## src/rtl/basilisc_2816_cpu.sv

```systemverilog
`default_nettype none
// ============================================================================
// Module   : basilisc_2816_cpu
// Brief    : 8-bit CPU tile talking to an external memory agent over pins.
// Revision : 1.0
// ============================================================================
module basilisc_2816_cpu (
    input  logic       clk,
    input  logic       rst_n,
    input  logic       ena,
    input  logic [7:0] ui_in,
    input  logic [7:0] uio_in,
    output logic [7:0] uo_out,
    output logic [7:0] uio_out,
    output logic [7:0] uio_oe
);
    localparam logic [1:0] c_req_idle  = 2'd0;
    localparam logic [1:0] c_req_read  = 2'd1;
    localparam logic [1:0] c_req_waddr = 2'd2;
    localparam logic [1:0] c_req_wdata = 2'd3;

    localparam logic [1:0] c_tag_op   = 2'd1;
    localparam logic [1:0] c_tag_arg  = 2'd2;
    localparam logic [1:0] c_tag_data = 2'd3;

    localparam logic [3:0] c_op_mov  = 4'd0;
    localparam logic [3:0] c_op_add  = 4'd1;
    localparam logic [3:0] c_op_adc  = 4'd2;
    localparam logic [3:0] c_op_sub  = 4'd3;
    localparam logic [3:0] c_op_sbc  = 4'd4;
    localparam logic [3:0] c_op_and  = 4'd5;
    localparam logic [3:0] c_op_or   = 4'd6;
    localparam logic [3:0] c_op_xor  = 4'd7;
    localparam logic [3:0] c_op_cmp  = 4'd8;
    localparam logic [3:0] c_op_ld   = 4'd9;
    localparam logic [3:0] c_op_st   = 4'd10;
    localparam logic [3:0] c_op_push = 4'd11;
    localparam logic [3:0] c_op_pop  = 4'd12;
    localparam logic [3:0] c_op_call = 4'd13;
    localparam logic [3:0] c_op_ret  = 4'd14;
    localparam logic [3:0] c_op_jcc  = 4'd15;

    typedef enum logic [2:0] {
        ST_FETCH0 = 3'd0,
        ST_FETCH1 = 3'd1,
        ST_WAIT   = 3'd2,
        ST_EXEC   = 3'd3,
        ST_MEM    = 3'd4,
        ST_WDATA  = 3'd5
    } state_t;

    state_t     r_state, w_state_nxt;

    logic [7:0] r_pc, w_pc_nxt;
    logic [7:0] r_sp, w_sp_nxt;
    logic [7:0] r_regs [8];
    logic [7:0] w_regs_nxt [8];
    logic       r_flag_z, r_flag_s, r_flag_c, r_flag_v;
    logic       w_flag_z_nxt, w_flag_s_nxt, w_flag_c_nxt, w_flag_v_nxt;
    logic [7:0] r_b0, w_b0_nxt;
    logic [7:0] r_b1, w_b1_nxt;
    logic       r_have_b0, w_have_b0_nxt;
    logic       r_have_b1, w_have_b1_nxt;
    logic [7:0] r_wdata, w_wdata_nxt;
    logic [7:0] r_uo_out;
    logic [1:0] r_req_type;
    logic [1:0] w_req_type;
    logic [7:0] w_req_data;

    // Outstanding-read tag FIFO
    logic [1:0] r_fifo_entries [4];
    logic [1:0] r_fifo_head;
    logic [2:0] r_fifo_count;
    logic [1:0] w_fifo_tail;
    logic [1:0] w_head_tag;
    logic       w_fifo_full;
    logic       w_push;
    logic [1:0] w_push_tag;
    logic       w_pop;
    logic       w_rx_valid;

    assign w_rx_valid  = uio_in[2];
    assign w_fifo_full = (r_fifo_count == 3'd4);
    assign w_pop       = w_rx_valid && (r_fifo_count != 3'd0);
    assign w_head_tag  = r_fifo_entries[r_fifo_head];
    assign w_fifo_tail = r_fifo_head + r_fifo_count[1:0];

    // Instruction decode
    logic [3:0] w_op;
    logic       w_imm;
    logic [2:0] w_rd;
    logic [3:0] w_cc;
    logic [7:0] w_dst;
    logic [7:0] w_ptr;
    logic [7:0] w_src;
    logic       w_is_read_op;

    assign w_op         = r_b0[7:4];
    assign w_imm        = r_b0[3];
    assign w_rd         = r_b0[2:0];
    assign w_cc         = r_b0[3:0];
    assign w_dst        = r_regs[w_rd];
    assign w_ptr        = r_regs[r_b1[2:0]];
    assign w_src        = w_imm ? r_b1 : w_ptr;
    assign w_is_read_op = (w_op == c_op_ld) || (w_op == c_op_pop) || (w_op == c_op_ret);

    // ALU
    logic       w_cin;
    logic [8:0] w_add9, w_sub9;
    logic [7:0] w_alu_res;
    logic       w_alu_c, w_alu_v, w_alu_flags, w_alu_wb;

    assign w_cin  = ((w_op == c_op_adc) || (w_op == c_op_sbc)) ? r_flag_c : 1'b0;
    assign w_add9 = {1'b0, w_dst} + {1'b0, w_src} + {8'd0, w_cin};
    assign w_sub9 = {1'b0, w_dst} - {1'b0, w_src} - {8'd0, w_cin};

    always_comb begin
        w_alu_res   = w_src;
        w_alu_c     = r_flag_c;
        w_alu_v     = r_flag_v;
        w_alu_flags = 1'b0;
        w_alu_wb    = 1'b1;
        case (w_op)
            c_op_mov: w_alu_res = w_src;
            c_op_add, c_op_adc: begin
                w_alu_res   = w_add9[7:0];
                w_alu_c     = w_add9[8];
                w_alu_v     = (w_dst[7] == w_src[7]) && (w_add9[7] != w_dst[7]);
                w_alu_flags = 1'b1;
            end
            c_op_sub, c_op_sbc, c_op_cmp: begin
                // Bit 8 of the 9-bit difference is the borrow
                w_alu_res   = w_sub9[7:0];
                w_alu_c     = w_sub9[8];
                w_alu_v     = (w_dst[7] != w_src[7]) && (w_sub9[7] != w_dst[7]);
                w_alu_flags = 1'b1;
                w_alu_wb    = (w_op != c_op_cmp);
            end
            c_op_and, c_op_or, c_op_xor: begin
                w_alu_res   = (w_op == c_op_and) ? (w_dst & w_src) :
                              (w_op == c_op_or)  ? (w_dst | w_src) : (w_dst ^ w_src);
                w_alu_c     = 1'b0;
                w_alu_v     = 1'b0;
                w_alu_flags = 1'b1;
            end
            default: w_alu_wb = 1'b0;
        endcase
    end

    // Condition evaluation: cc[3:1] selects the test, cc[0] inverts it
    logic w_cond_base, w_cond;

    always_comb begin
        w_cond_base = 1'b1;
        case (w_cc[3:1])
            3'd0: w_cond_base = 1'b1;
            3'd1: w_cond_base = r_flag_z;
            3'd2: w_cond_base = r_flag_s;
            3'd3: w_cond_base = r_flag_c;
            3'd4: w_cond_base = !r_flag_c && !r_flag_z;
            3'd5: w_cond_base = r_flag_v;
            3'd6: w_cond_base = !r_flag_z && (r_flag_s == r_flag_v);
            3'd7: w_cond_base = (r_flag_s == r_flag_v);
        endcase
    end

    assign w_cond = w_cond_base ^ w_cc[0];

    // Next-state and datapath
    always_comb begin
        w_state_nxt   = r_state;
        w_pc_nxt      = r_pc;
        w_sp_nxt      = r_sp;
        w_regs_nxt    = r_regs;
        w_flag_z_nxt  = r_flag_z;
        w_flag_s_nxt  = r_flag_s;
        w_flag_c_nxt  = r_flag_c;
        w_flag_v_nxt  = r_flag_v;
        w_b0_nxt      = r_b0;
        w_b1_nxt      = r_b1;
        w_have_b0_nxt = r_have_b0;
        w_have_b1_nxt = r_have_b1;
        w_wdata_nxt   = r_wdata;
        w_req_type    = c_req_idle;
        w_req_data    = 8'd0;
        w_push        = 1'b0;
        w_push_tag    = 2'd0;

        if (w_pop) begin
            case (w_head_tag)
                c_tag_op: begin
                    w_b0_nxt      = ui_in;
                    w_have_b0_nxt = 1'b1;
                end
                c_tag_arg: begin
                    w_b1_nxt      = ui_in;
                    w_have_b1_nxt = 1'b1;
                end
                default: ;
            endcase
        end

        case (r_state)
            ST_FETCH0: begin
                if (!w_fifo_full) begin
                    w_req_type  = c_req_read;
                    w_req_data  = r_pc;
                    w_push      = 1'b1;
                    w_push_tag  = c_tag_op;
                    w_state_nxt = ST_FETCH1;
                end
            end
            ST_FETCH1: begin
                if (!w_fifo_full) begin
                    w_req_type  = c_req_read;
                    w_req_data  = r_pc + 8'd1;
                    w_push      = 1'b1;
                    w_push_tag  = c_tag_arg;
                    w_pc_nxt    = r_pc + 8'd2;
                    w_state_nxt = ST_WAIT;
                end
            end
            ST_WAIT: begin
                if (r_have_b0 && r_have_b1) begin
                    w_state_nxt = ST_EXEC;
                end
            end
            ST_EXEC: begin
                if (!(w_is_read_op && w_fifo_full)) begin
                    w_have_b0_nxt = 1'b0;
                    w_have_b1_nxt = 1'b0;
                    w_state_nxt   = ST_FETCH0;
                    case (w_op)
                        c_op_ld: begin
                            w_req_type  = c_req_read;
                            w_req_data  = w_ptr;
                            w_push      = 1'b1;
                            w_push_tag  = c_tag_data;
                            w_state_nxt = ST_MEM;
                        end
                        c_op_pop, c_op_ret: begin
                            w_req_type  = c_req_read;
                            w_req_data  = r_sp;
                            w_push      = 1'b1;
                            w_push_tag  = c_tag_data;
                            w_state_nxt = ST_MEM;
                        end
                        c_op_st: begin
                            w_req_type  = c_req_waddr;
                            w_req_data  = w_ptr;
                            w_wdata_nxt = w_dst;
                            w_state_nxt = ST_WDATA;
                        end
                        c_op_push, c_op_call: begin
                            // CALL pushes the already-advanced PC as return address
                            w_sp_nxt    = r_sp - 8'd1;
                            w_req_type  = c_req_waddr;
                            w_req_data  = r_sp - 8'd1;
                            w_wdata_nxt = (w_op == c_op_call) ? r_pc : w_dst;
                            if (w_op == c_op_call) begin
                                w_pc_nxt = r_b1;
                            end
                            w_state_nxt = ST_WDATA;
                        end
                        c_op_jcc: begin
                            if (w_cond) begin
                                w_pc_nxt = r_b1;
                            end
                        end
                        default: begin
                            if (w_alu_wb) begin
                                w_regs_nxt[w_rd] = w_alu_res;
                            end
                            if (w_alu_flags) begin
                                w_flag_z_nxt = (w_alu_res == 8'd0);
                                w_flag_s_nxt = w_alu_res[7];
                                w_flag_c_nxt = w_alu_c;
                                w_flag_v_nxt = w_alu_v;
                            end
                        end
                    endcase
                end
            end
            ST_MEM: begin
                if (w_pop && (w_head_tag == c_tag_data)) begin
                    case (w_op)
                        c_op_ld: w_regs_nxt[w_rd] = ui_in;
                        c_op_pop: begin
                            w_regs_nxt[w_rd] = ui_in;
                            w_sp_nxt         = r_sp + 8'd1;
                        end
                        c_op_ret: begin
                            w_pc_nxt = ui_in;
                            w_sp_nxt = r_sp + 8'd1;
                        end
                        default: ;
                    endcase
                    w_state_nxt = ST_FETCH0;
                end
            end
            ST_WDATA: begin
                w_req_type  = c_req_wdata;
                w_req_data  = r_wdata;
                w_state_nxt = ST_FETCH0;
            end
            default: w_state_nxt = ST_FETCH0;
        endcase
    end

    always_ff @(posedge clk or negedge rst_n) begin
        if (!rst_n) begin
            r_state <= ST_FETCH0;
        end else begin
            r_state <= w_state_nxt;
        end
    end

    always_ff @(posedge clk or negedge rst_n) begin
        if (!rst_n) begin
            r_pc           <= 8'd0;
            r_sp           <= 8'd0;
            r_regs         <= '{default: 8'd0};
            r_flag_z       <= 1'b0;
            r_flag_s       <= 1'b0;
            r_flag_c       <= 1'b0;
            r_flag_v       <= 1'b0;
            r_b0           <= 8'd0;
            r_b1           <= 8'd0;
            r_have_b0      <= 1'b0;
            r_have_b1      <= 1'b0;
            r_wdata        <= 8'd0;
            r_uo_out       <= 8'd0;
            r_req_type     <= c_req_idle;
            r_fifo_entries <= '{default: 2'd0};
            r_fifo_head    <= 2'd0;
            r_fifo_count   <= 3'd0;
        end else begin
            r_pc       <= w_pc_nxt;
            r_sp       <= w_sp_nxt;
            r_regs     <= w_regs_nxt;
            r_flag_z   <= w_flag_z_nxt;
            r_flag_s   <= w_flag_s_nxt;
            r_flag_c   <= w_flag_c_nxt;
            r_flag_v   <= w_flag_v_nxt;
            r_b0       <= w_b0_nxt;
            r_b1       <= w_b1_nxt;
            r_have_b0  <= w_have_b0_nxt;
            r_have_b1  <= w_have_b1_nxt;
            r_wdata    <= w_wdata_nxt;
            r_uo_out   <= w_req_data;
            r_req_type <= w_req_type;
            if (w_push) begin
                r_fifo_entries[w_fifo_tail] <= w_push_tag;
            end
            r_fifo_head  <= r_fifo_head + {1'b0, w_pop};
            r_fifo_count <= r_fifo_count + {2'd0, w_push} - {2'd0, w_pop};
        end
    end

    assign uo_out  = r_uo_out;
    assign uio_out = {6'd0, r_req_type};
    assign uio_oe  = 8'h03;

    logic w_unused;
    assign w_unused = &{1'b0, ena, uio_in[7:3], uio_in[1:0]};

endmodule
`default_nettype wire

```

## config.mk

```make
export PLATFORM = sky130hd
export DESIGN_NAME = basilisc_2816_cpu
export DESIGN_NICKNAME = d
export VERILOG_FILES = /design/src/rtl/basilisc_2816_cpu.sv
export SDC_FILE = /design/constraint.sdc
export NUM_CORES = 1
export LEC_CHECK = 0
export ABC_AREA = 1
export BUFFER_PORTS_ARGS = -buffer_cell sky130_fd_sc_hd__buf_2
export CAP_MARGIN = 0
export CORE_MARGIN = 5
export CORE_UTILIZATION = 45
export DETAILED_ROUTE_END_ITERATION = 16
export PLACE_DENSITY = 0.64
export SETUP_SLACK_MARGIN = 0.15
export SYNTH_ARGS = -nofsm -noshare
export SYNTH_HDL_FRONTEND = slang
export SYNTH_SLANG_ARGS = --single-unit
export TNS_END_PERCENT = 100
```

## constraint.sdc

```tcl
create_clock -name clk -period 3.5 [get_ports clk]
set_clock_uncertainty 0.2 [all_clocks]
set_input_delay 0.525 -clock clk [delete_from_list [all_inputs] [get_ports clk]]
set_output_delay 0.525 -clock clk [all_outputs]
set_load 0.01 [all_outputs]
```

Yosys cells after proc, flatten, opt, wreduce, memory -nomap -nowiden
Index checks and enable logic that the tools add are counted.
W data, S select, Z words.
Word-level totals
  bits in registers: 136
  output and inout bits: 24
Operators by class
  add/subtract/negate cells: 12
  order comparisons: 6
  equality and inequality tests: 51
  muxes and demuxes: 79
  bitwise logic cells: 10
  reductions and logical operators: 46
Operator list (count)
  $mux W64: 5
  $mux W8: 22
  $bwmux W64: 2
  $pmux W64 S2: 1
  $pmux W8 S3: 3
  $bmux W8 S3: 2
  $pmux W8 S2: 3
  $eq A4 B4 Y1 const B: 8
  $pmux W8 S4: 1
  $demux W8 S3: 1
  $ne A2 B2 Y1 const B: 11
  $eq A3 B3 Y1 const B: 7
  $add A8 B1 Y8 const B: 2
  $eq A4 B3 Y1 const B: 4
  $mux W3: 5
  $pmux W3 S5: 1
  $reduce_and A5 Y1: 3
  $mux W1: 14
  $mux W2: 7
  $eq A3 B2 Y1 const B: 4
  $pmux W2 S3: 2
  $reduce_or A2 Y1: 6
  $reduce_or A3 Y1: 4
  $logic_and A1 B1 Y1: 10
  53 further kinds: 76

Depth between registers and ports, before layout
Gate-level depths: netlist (run 1).
  depth after elaboration: 14
  mapped depth: 26
  mapped depth without buffers: 24

Worst setup path before layout (run 1)
OpenSTA, ideal clock, no wires.
  path type: reg2reg
  from: register r_b0[0]
  to: register r_regs[20] (netlist bit)
  library setup time: 0.137 ns
  arrival time: 3.207 ns
  required time: 3.163 ns
  slack: -0.044 ns
  stages on the path, launching flop included: 18
  clock period less this slack: 3.544 ns
  cell sequence: dfrtp_1 > inv_2 > clkbuf_1 > nand2_1 > o22ai_1 > a221oi_1 > nand2_1 > inv_1 > fa_1 > fa_1 > nand3b_1 > nand2_1 > nand2_1 > nand3_1 > nand4_1 > o21a_1 > a21oi_1 > o21ai_0
Between the ends
  word-level cells in the longest chain between the ends: 13
  elaborated cells between the ends (all ways): 27
  classes of those cells: add/sub: 4; order compare: 2; mux: 16; bitwise: 4; reduce/logical: 1
RTL lines
  from (decl): line 60  | logic [7:0] r_b0, w_b0_nxt;
  from (signal assigned): line 345  | r_b0 <= w_b0_nxt;
  $not A3 Y4 (not written as such) (*)
  parallel branches: the longest is 11 deep, another holds $sub A8 B8 Y9
  $pmux W64 S2 (*): line 203  | case (r_state)
  to (signal assigned): line 340  | r_regs <= w_regs_nxt;
  to (decl): line 56  | logic [7:0] r_regs [8];
Mark *: on every way between the ends. The select of a mux whose other input is x is not followed.
A chain may end at the register's enable or synchronous reset.

Worst setup path in the final report (run 1)
  from: register r_b1[0]
  to: register r_regs[54] (netlist bit)
Between the ends
  word-level cells in the longest chain between the ends: 14
  elaborated cells between the ends (all ways): 20
  classes of those cells: add/sub: 4; mux: 12; bitwise: 4
RTL lines
  from (decl): line 61  | logic [7:0] r_b1, w_b1_nxt;
  from (signal assigned): line 346  | r_b1 <= w_b1_nxt;
  $not A3 Y4 (not written as such): line 103  | assign w_ptr = r_regs[r_b1[2:0]];
  $bmux W8 S3: line 103
  $mux W8 (not written as such) (2 in a row): line 103
  $mux W8 (*): line 104  | assign w_src = w_imm ? r_b1 : w_ptr;
  parallel branches: the longest is 3 deep, another holds $sub A8 B8 Y9
  $pmux W8 S3 (*): line 123  | case (w_op)
  $bwmux W64 (*): line 272  | w_regs_nxt[w_rd] = w_alu_res;
  $mux W64 (*): line 271  | if (w_alu_wb) begin
  $mux W64 (*): line 233  | case (w_op)
  $mux W64 (*): line 229  | if (!(w_is_read_op && w_fifo_full)) begin
  $pmux W64 S2 (*): line 203
Marks and branches as above.

==> impl_metrics.csv, run 1 <==
group,metric,value,unit
grt,grt_pass1_wl,47900,µm
setup_path,crit_top_cell,"buf_6",
hold_path,holdCritPathClass,"in2reg",
timing,drv_slew,0,
run,maxCapViolCount,0,
timing,fmax,0.275,GHz
timing,tightest_slew,710,ps
yosys,netlist_instances,1300,
yosys,ys_seq_area_frac,0.367,
timing,period_needed,3640,ps
setup_path,crit_required,3650,ps
setup_path,crit_type,"reg2reg",
finish,drive_above_1_share,0.259,
setup_path,worstPathMaxFanout,6,
floorplan,die-area,23600,µm²
detailed_routing,drt-initial-drc-count,958,
clock_tree,insertion_delay,430,ps
floorplan,die_x,154,µm
clock_tree,path_clk_slew,60,ps
setup_path,critPathCaptureType,"flip-flop",
grt,grt.total_usage,0.253,
finish,seqCellArea,3410,µm²
yosys,yosysUniqueCellTypes,52,
clock_tree,cts_tree,"yes",
clock_tree,cts_buffers,17,
detailed_routing,wirelength,30200,µm
finish,final_util,0.597,
clock_tree,cts_num_sinks,136,
yosys,yosysMostFrequentCell,"nand2_1",
setup_path,r2r_slack,-140,ps
detailed_routing,wl_met1,12600,µm
floorplan,initial_utilization,0.458,
yosys,async_reset_ff_frac,1.00,
detailed_routing,wl_per_cell,17.2,µm
detailed_routing,vias,9532,
yosys,synth-edff-count,0,
grt,grt_antenna_before_repair,0,
clock_tree,clock-root-buffer,"clkbuf_16",
run_status,status,"complete, but fails checks",
detailed_routing,drt_pass1_iterations,6,
grt,overflow,0,
grt,grt_pass1_vias,9107,
yosys,ys_dominant_reg_cell,"dfrtp_1",
floorplan,core,20200,µm²
timing,setup_violations,32,
hold_path,worstHoldEndpoint,"r_b0[0]$_DFFE_PN0P_",
yosys,synth_top_area_frac,0.367,
setup_path,r2r_start,"r_b1[0]$_DFFE_PN0P_",
floorplan,io-pin-count,43,
place,pre_cts_ws,-406,ps
setup_path,cp_num_buf_inv,7,
yosys,synth_common_cells,"345 x nand2_1, 181 x inv_1, 156 x o21ai_0",
finish,multiInputGateArea,5450,µm²
yosys,ys_top_cells_by_area,"dfrtp_1 37%, nand2_1 14%, o21ai_0 8.4%",
hold_path,whs_path_depth,3,
detailed_routing,route.met2.wl,14000,µm
timing,fin_ws,-141,ps
floorplan,die_h,154,µm
setup_path,max_stage_delay,410,ps
detailed_routing,dr_wl_met3,2200,µm
grt,grt_max_degree,67,
detailed_routing,detail-route-antenna-nets,0,
setup_path,critPathLaunchType,"flip-flop",
place,hpwl,22300,µm
clock_tree,htreeDepth,4,
setup_path,timing.rr.end,"r_regs[54]$_DFFE_PN0P_",
timing,rsz0062_at_grt,"yes",
place,gp_congestion,0.948,
yosys,ys_seq_elements,136,
timing,post-route-period-util,1.04,
run_status,violations,"setup timing",
setup_path,critical-path-slowest-cell,"dfrtp_2",
place,place_area,10500,µm²
floorplan,num_rows,52,
setup_path,r2r_cells,22,
clock_tree,clk_path_buf_depth,2,
timing,final-hold-violation-count,0,
yosys,syn-cell-area,9270,µm²
setup_path,crit_chain,"clkinvlp_4 > buf_6 > buf_6 > buf_6 > a21oi_4 > o21ai_4 > nand3_2 > nand3_2 > nand2_2 > inv_2 > buf_6 > fa_2 > nor3_4 > nor2_1 > nand2_1 > nand3_1 > nand4_1 > o21ai_2 > o21ai_4 > buf_6 > nand2_1 > o21ai_1",
timing,relSlewSlack,0.526,
yosys,yosys.area.top_type,"dfrtp_1",
detailed_routing,drc,0,
detailed_routing,via_per_inst,5.43,
finish,fin_nets,1532,
setup_path,critPathLaunch,"r_b1[0]$_DFFE_PN0P_",
hold_path,hold_start,"ui_in[0]",
detailed_routing,top_layer_used,"met4",
timing,fin_hold_ws,211,ps
setup_path,cp.arrival,3790,ps
place,io_buffer_count,20,
finish,area_growth,30.3,%
finish,design_area,12100,µm²
yosys,yosysWarnings,0,
setup_path,crit_family,"buffers and inverters",
finish,antenna_cells,0,
yosys,syn_area_per_cell,7.13,µm²
finish,nFillCells,1787,
sequential cells by signal (all words and copies together), names as in the netlist:
register / cells
r_fifo_head: 2
r_fifo_count: 3
r_flag_s: 1
r_have_b1: 1
r_regs: 64
r_b0: 8
r_b1: 8
r_flag_v: 1
r_flag_z: 1
r_req_type: 2
uo_out: 8
r_state: 3
r_wdata: 8
r_fifo_entries: 8
r_sp: 8
r_flag_c: 1
r_pc: 8
r_have_b0: 1
final cells by class:
type / count / share of cell area
multi-input cells: 936 / 0.451
well taps: 270 / 0.0280
inverters: 189 / 0.0598
clock buffers: 21 / 0.0390
flip-flops and latches: 136 / 0.282
clock inverters: 10 / 0.0158
repair buffers: 192 / 0.124
placed cells by master, fill, tap and decap left out, drive strengths merged, types with 36 or more instances in the layout:
cell     n
nand2  349
inv    188
nor2    91
dfrtp  136
buf    191
ha      36
a21oi   73
nand3   57
o21ai  178
worst reg2reg max path, delay by kind of cell (launching register included):
family / cells / cell delay (ps)
and+or+nand+nor: 9 / 880
adders and majority gates: 1 / 420
buffers and inverters: 7 / 980
DFF: 1 / 410
AOI/OAI and AO/OA: 5 / 680
kinds of logic after synthesis:
logic type | count (synthesis) | synth area share
adder cells (fa/ha/maj) | 41 | 0.0594
AND/OR/NAND/NOR | 530 | 0.240
XOR/XNOR | 28 | 0.0265
flip-flops | 136 | 0.367
buffers and inverters | 240 | 0.107
AO/OA/AOI/OAI | 323 | 0.199
other | 2 | 0.000810
metrics by stage:
step	TNS, ps	cells
floorplan	0	1312
global placement	-13420	1687
detailed placement	-15690	1687
CTS	-1120	1746
global route	-8760	1754
finish	-1920	1754
what timing repair did:
item | in CTS | in global routing
hold endpoints to repair | 64 | 0
endpoints found under the setup margin | 61 | 64
pin swaps | 37 | 31
hold buffers | 1 | 0
setup buffers | 27 | 8
resized for setup | 110 | 82
worst max path at each step:
| stage | endpoint | slack, ps | depth (start not counted) |
|---|---|---|---|
| after global routing | r_regs[54]$_DFFE_PN0P_ | -270 | 22 |
| final | r_regs[54]$_DFFE_PN0P_ | -140 | 22 |
| after global placement | r_regs[62]$_DFFE_PN0P_ | -370 | 19 |
| after detailed placement | r_regs[54]$_DFFE_PN0P_ | -410 | 19 |
| after floorplan | r_regs[30]$_DFFE_PN0P_ | 160 | 21 |
| after CTS | r_regs[28]$_DFFE_PN0P_ | -70 | 20 |
per-layer routing:
metal / up-vias / GRT usage
met5: - / 0
met4: 0 / 0.104
met3: 107 / 0.0483
met2: 400 / 0.409
met1: 4440 / 0.335
li1: 4585 / -
Power of run 1 is not shown: default switching activity piles up to over one toggle a cycle in this logic, so the estimate is an artifact.
==> inputs of run 2 (changes only) <==
- PLACE_DENSITY: 0.64 -> not set
- SKIP_LAST_GASP: not set -> 1
==> run 2 against run 1 <==
Compared with the run above:
- the run still ends with setup timing left
- clock-buffer cell count shrank 4
- critical endpoint is now r_regs[6]$_DFFE_PN0P_
- flip-flop and latch count is the same
- routed wire length is essentially flat
- via count shrank 2.9%
==> impl_metrics.csv, run 2 (same netlist as run 1, synthesis figures left out) <==
group,metric,value,unit
finish,antenna_cells,0,
run_status,violations,"setup timing",
hold_path,holdCritPathClass,"in2reg",
clock_tree,htreeDepth,4,
detailed_routing,via_per_inst,5.34,
timing,drv_slew,0,
grt,grt_pass1_vias,8797,
timing,fin_hold_ws,180,ps
floorplan,initial_utilization,0.458,
floorplan,die-area,23600,µm²
detailed_routing,wl_per_cell,17.4,µm
timing,setup_violations,17,
place,hpwl,22300,µm
detailed_routing,detail-route-antenna-nets,0,
place,pre_cts_ws,-382,ps
timing,post-route-period-util,1.02,
finish,nFillCells,1845,
clock_tree,clock-root-buffer,"clkbuf_16",
hold_path,hold_start,"ui_in[5]",
finish,final_common_cell,"nand2_1",
clock_tree,cts_tree,"yes",
hold_path,whs_path_depth,3,
finish,fin_nets,1512,
floorplan,io-pin-count,43,
setup_path,critPathLaunchType,"flip-flop",
floorplan,die_h,154,µm
setup_path,crit_top_cell,"nand2_2",
clock_tree,insertion_delay,430,ps
finish,final_cell_mix,"311 x nand2_1, 156 x inv_1, 132 x dfrtp_1",
floorplan,die_x,154,µm
floorplan,num_rows,52,
detailed_routing,vias,9260,
setup_path,crit_required,3660,ps
detailed_routing,drc,0,
clock_tree,cts_num_sinks,136,
setup_path,max_stage_delay,500,ps
finish,max_flop_register,"r_regs",
run,maxCapViolCount,0,
timing,fmax,0.280,GHz
setup_path,critical-path-slowest-cell,"dfrtp_2",
place,gp_congestion,0.925,
setup_path,crit_family,"simple AND/OR/NAND/NOR gates",
finish,area_growth,29.9,%
timing,period_needed,3570,ps
grt,overflow,0,
hold_path,worstHoldEndpoint,"r_b0[5]$_DFFE_PN0P_",
setup_path,crit_chain,"inv_2 > nor2_4 > nand2_2 > o22ai_2 > a221oi_2 > nand2_2 > inv_4 > fa_2 > fa_2 > nor3_2 > nor2_1 > nand2_1 > nand3_1 > nand4_1 > o21ai_2 > o21ai_2 > buf_6 > nand2_2 > o21ai_1",
timing,tightest_slew,775,ps
grt,grt.total_usage,0.251,
clock_tree,cts_buffers,17,
finish,drive_above_1_share,0.263,
timing,fin_ws,-65.3,ps
setup_path,r2r_slack,-70,ps
clock_tree,clk_path_buf_depth,2,
setup_path,cp.arrival,3720,ps
setup_path,crit_type,"reg2reg",
grt,grt_max_degree,62,
setup_path,timing.rr.end,"r_regs[6]$_DFFE_PN0P_",
setup_path,r2r_start,"r_b0[2]$_DFFE_PN0P_",
detailed_routing,drt-initial-drc-count,836,
place,io_buffer_count,20,
timing,final-hold-violation-count,0,
setup_path,cp_num_buf_inv,3,
setup_path,worstPathMaxFanout,6,
floorplan,core,20200,µm²
run_status,status,"complete, but fails checks",
timing,rsz0062_at_grt,"yes",
setup_path,critPathCaptureType,"flip-flop",
clock_tree,path_clk_slew,60,ps
grt,grt_pass1_wl,47100,µm
detailed_routing,wirelength,30200,µm
detailed_routing,drt_pass1_iterations,6,
setup_path,r2r_cells,19,
grt,grt_antenna_before_repair,0,
timing,relSlewSlack,0.482,
finish,largest_reg_flops,64,
## run 2: cell types whose count changed in the layout (fill, tap and decap cells not counted), sizes merged
cell,change
bufinv,-2
inv,+7
clkinv,+3
buf,-20
clkbuf,-4
clkinvlp,-3
## run 2: per-layer routing
metal / wire length, µm / GRT usage / up-vias
li1: - / - / 4557
met1: 13500 / 0.346 / 4386
met2: 14200 / 0.407 / 271
met3: 1730 / 0.0503 / 46
met4: 716 / 0.0631 / 0
met5: 0 / 0 / -
## run 2: per-stage QoR
stage                     std cells  TNS [ps]   util  cell area (µm²)
after floorplan                1312         0      -             9330
after global placement         1675    -10670  0.519            10500
after detailed placement       1675    -14060  0.519            10500
after CTS                      1725     -17.9  0.573            11600
after global routing           1735     -5070  0.595            12000
final                          1735      -669  0.595            12000
## run 2: worst reg2reg max path: cells and delay by family (launching register included)
kind	cells	cell delay (ps)
buffers and inverters	3	330
and+or+nand+nor	9	1010
adders and majority gates	2	790
AOI/OAI and AO/OA	5	690
DFF	1	500
## run 2: what timing repair did
action / in CTS / in global routing
cloned: 1 / 0
gates resized for setup: 97 / 119
hold endpoints to repair: 59 / 0
pin swaps: 25 / 61
hold buffers: 1 / 0
setup endpoints to repair: 60 / 63
buffers inserted: 16 / 10
## run 2: area by class of cell
| class | count | area [µm²] | area share |
|---|---|---|---|
| multi-input cells | 936 | 5530 | 0.459 |
| flip-flops and latches | 136 | 3410 | 0.283 |
| repair buffers | 172 | 1420 | 0.118 |
| inverters | 189 | 729 | 0.0606 |
| clock buffers | 17 | 425 | 0.0353 |
| well taps | 270 | 338 | 0.0281 |
| clock inverters | 15 | 188 | 0.0156 |
## run 2: how the worst max path moves through the flow
stage | depth (start not counted) | startpoint | slack (ps) | endpoint
global route | 24 | r_b1[1]$_DFFE_PN0P_ | -210 | r_flag_z$_DFFE_PN0P_
finish | 19 | r_b0[2]$_DFFE_PN0P_ | -70 | r_regs[6]$_DFFE_PN0P_
global placement | 20 | r_b0[2]$_DFFE_PN0P_ | -320 | r_regs[6]$_DFFE_PN0P_
floorplan | 21 | r_b1[0]$_DFFE_PN0P_ | 160 | r_regs[30]$_DFFE_PN0P_
detailed placement | 20 | r_b0[2]$_DFFE_PN0P_ | -380 | r_regs[46]$_DFFE_PN0P_
CTS | 18 | r_b0[1]$_DFFE_PN0P_ | -7 | r_regs[44]$_DFFE_PN0P_
Power of run 2 is left out for the same reason.
==> inputs of run 3 (changes only) <==
- GPL_TIMING_DRIVEN: not set -> 0
==> run 3 against run 2 <==
Compared with the run above:
- the run still ends with setup timing left
- die area is the same
- flip-flop and latch count unchanged
- critical path depth is 2 higher
- critical path type unchanged
- highest routed layer unchanged
==> impl_metrics.csv, run 3 (same netlist as run 1, synthesis figures left out) <==
group,metric,value,unit
setup_path,crit_required,3670,ps
floorplan,die-area,23600,µm²
finish,fin_nets,1488,
grt,grt.total_usage,0.257,
setup_path,crit_type,"reg2reg",
floorplan,die_h,154,µm
setup_path,crit_top_cell,"nand2_1",
setup_path,critPathLaunchType,"flip-flop",
clock_tree,cts_tree,"yes",
setup_path,r2r_start,"r_b0[0]$_DFFE_PN0P_",
detailed_routing,wl_per_cell,18.1,µm
clock_tree,cts_buffers,17,
floorplan,die_x,154,µm
detailed_routing,top_layer_used,"met4",
setup_path,r2r_slack,-250,ps
timing,period_needed,3750,ps
run,maxCapViolCount,0,
clock_tree,path_clk_slew,60,ps
timing,tightest_slew,778,ps
finish,nFillCells,1861,
place,io_buffer_count,20,
clock_tree,cts_num_sinks,136,
hold_path,holdCritPathClass,"in2reg",
setup_path,crit_family,"simple AND/OR/NAND/NOR gates",
setup_path,cp_num_buf_inv,7,
grt,grt_pass1_wl,47900,µm
setup_path,worstPathMaxFanout,8,
clock_tree,htreeDepth,4,
setup_path,critPathCaptureType,"flip-flop",
clock_tree,insertion_delay,430,ps
finish,antenna_cells,0,
grt,grt_antenna_before_repair,0,
place,hpwl,21700,µm
clock_tree,clock-root-buffer,"clkbuf_16",
timing,fmax,0.266,GHz
setup_path,r2r_cells,21,
timing,post-route-period-util,1.07,
timing,relSlewSlack,0.481,
setup_path,cp.arrival,3930,ps
detailed_routing,vias,9394,
run_status,status,"complete, but fails checks",
floorplan,initial_utilization,0.458,
setup_path,cp-endpoint,"r_regs[53]$_DFFE_PN0P_",
place,place_area,9800,µm²
finish,design_area,11800,µm²
timing,setup_violations,51,
finish,drive_above_1_share,0.227,
detailed_routing,drt_pass1_iterations,6,
timing,fin_ws,-253,ps
finish,largest_reg_flops,64,
floorplan,core,20200,µm²
finish,area_growth,27.7,%
timing,drv_slew,0,
finish,final_common_cell,"nand2_1",
detailed_routing,route.met2.wl,13900,µm
grt,grt_pass1_vias,8712,
detailed_routing,wl_met1,13400,µm
floorplan,num_rows,52,
detailed_routing,drc,0,
timing,rsz0062_at_grt,"yes",
detailed_routing,wirelength,31000,µm
setup_path,crit_chain,"inv_2 > clkbuf_16 > nand2_8 > clkinvlp_4 > a221oi_2 > nand4_1 > buf_6 > inv_6 > ha_4 > ha_4 > buf_4 > nand2_2 > inv_1 > nand4_1 > nand3_1 > nand3_2 > a21oi_2 > nand2_1 > nand2_4 > nand2_1 > nand2_1",
setup_path,critical-path-slowest-cell,"dfrtp_1",
setup_path,cp_num_cells,21,
timing,final-hold-violation-count,0,
detailed_routing,via_per_inst,5.49,
finish,final_cell_mix,"308 x nand2_1, 163 x inv_1, 133 x dfrtp_1",
grt,grt_max_degree,79,
finish,max_flop_register,"r_regs",
floorplan,io-pin-count,43,
detailed_routing,drt-initial-drc-count,965,
finish,multiInputGateArea,5570,µm²
setup_path,max_stage_delay,440,ps
clock_tree,clk_path_buf_depth,2,
detailed_routing,dr_wl_met3,2350,µm
run_status,violations,"setup timing",
place,gp_congestion,0.918,
finish,seqCellArea,3410,µm²
grt,overflow,0,
detailed_routing,detail-route-antenna-nets,0,
setup_path,critPathLaunch,"r_b0[0]$_DFFE_PN0P_",
setup_path,timing.rr.end,"r_regs[53]$_DFFE_PN0P_",
==> run 3: how the worst min path moves through the flow <==
stage	end	from	slack, ps	cells past startpoint
after floorplan	r_b0[0]$_DFFE_PN0P_	rst_n	30	0
after global placement	r_regs[53]$_DFFE_PN0P_	r_regs[53]$_DFFE_PN0P_	260	2
after detailed placement	r_regs[53]$_DFFE_PN0P_	r_regs[53]$_DFFE_PN0P_	270	2
after CTS	r_b0[5]$_DFFE_PN0P_	ui_in[5]	170	3
after global routing	r_b0[5]$_DFFE_PN0P_	ui_in[5]	170	3
final	r_b0[5]$_DFFE_PN0P_	ui_in[5]	170	3
==> run 3: area by class of cell <==
| class | count | area share |
|---|---|---|
| Multi-Input combinational cell | 936 | 0.471 |
| Sequential cell | 136 | 0.288 |
| Timing Repair Buffer | 97 | 0.0687 |
| Inverter | 189 | 0.0621 |
| Clock buffer | 18 | 0.0363 |
| Buffer | 51 | 0.0330 |
| Tap cell | 270 | 0.0285 |
| Clock inverter | 13 | 0.0130 |
==> run 3: worst reg2reg max path: cells and delay by family (launching register included) <==
family / cells / cell delay (ps)
flops: 1 / 440
simple gates: 10 / 1130
buf+inv: 7 / 880
fa+ha+maj: 2 / 520
compound gates: 2 / 540
==> run 3: through the flow <==
step | std cells | worst slack [ps] | util | hold WS, ps | TNS [ps]
after global placement | 1602 | -1120 | 0.483 | 264 | -93090
after detailed placement | 1603 | -1150 | 0.484 | 270 | -52800
after floorplan | 1312 | 163 | - | 29.4 | 0
after global routing | 1710 | -391 | 0.585 | 168 | -12540
after CTS | 1694 | -65.8 | 0.567 | 173 | -999
final | 1710 | -253 | 0.585 | 172 | -6820
==> run 3: per-layer routing <==
metal  vias up  global-route usage
met3        78              0.0542
li1       4498                   -
met5         -                   0
met1      4399               0.353
met4         0               0.112
met2       419               0.393
==> run 3: repair_timing <==
item	4_1_cts	5_1_grt
setup endpoints to repair	68	61
gates cloned	1	0
pin swaps	59	63
hold endpoints to repair	58	0
gates resized for setup	154	88
hold buffers	1	0
setup buffers	58	16
Power of run 3 is left out for the same reason.
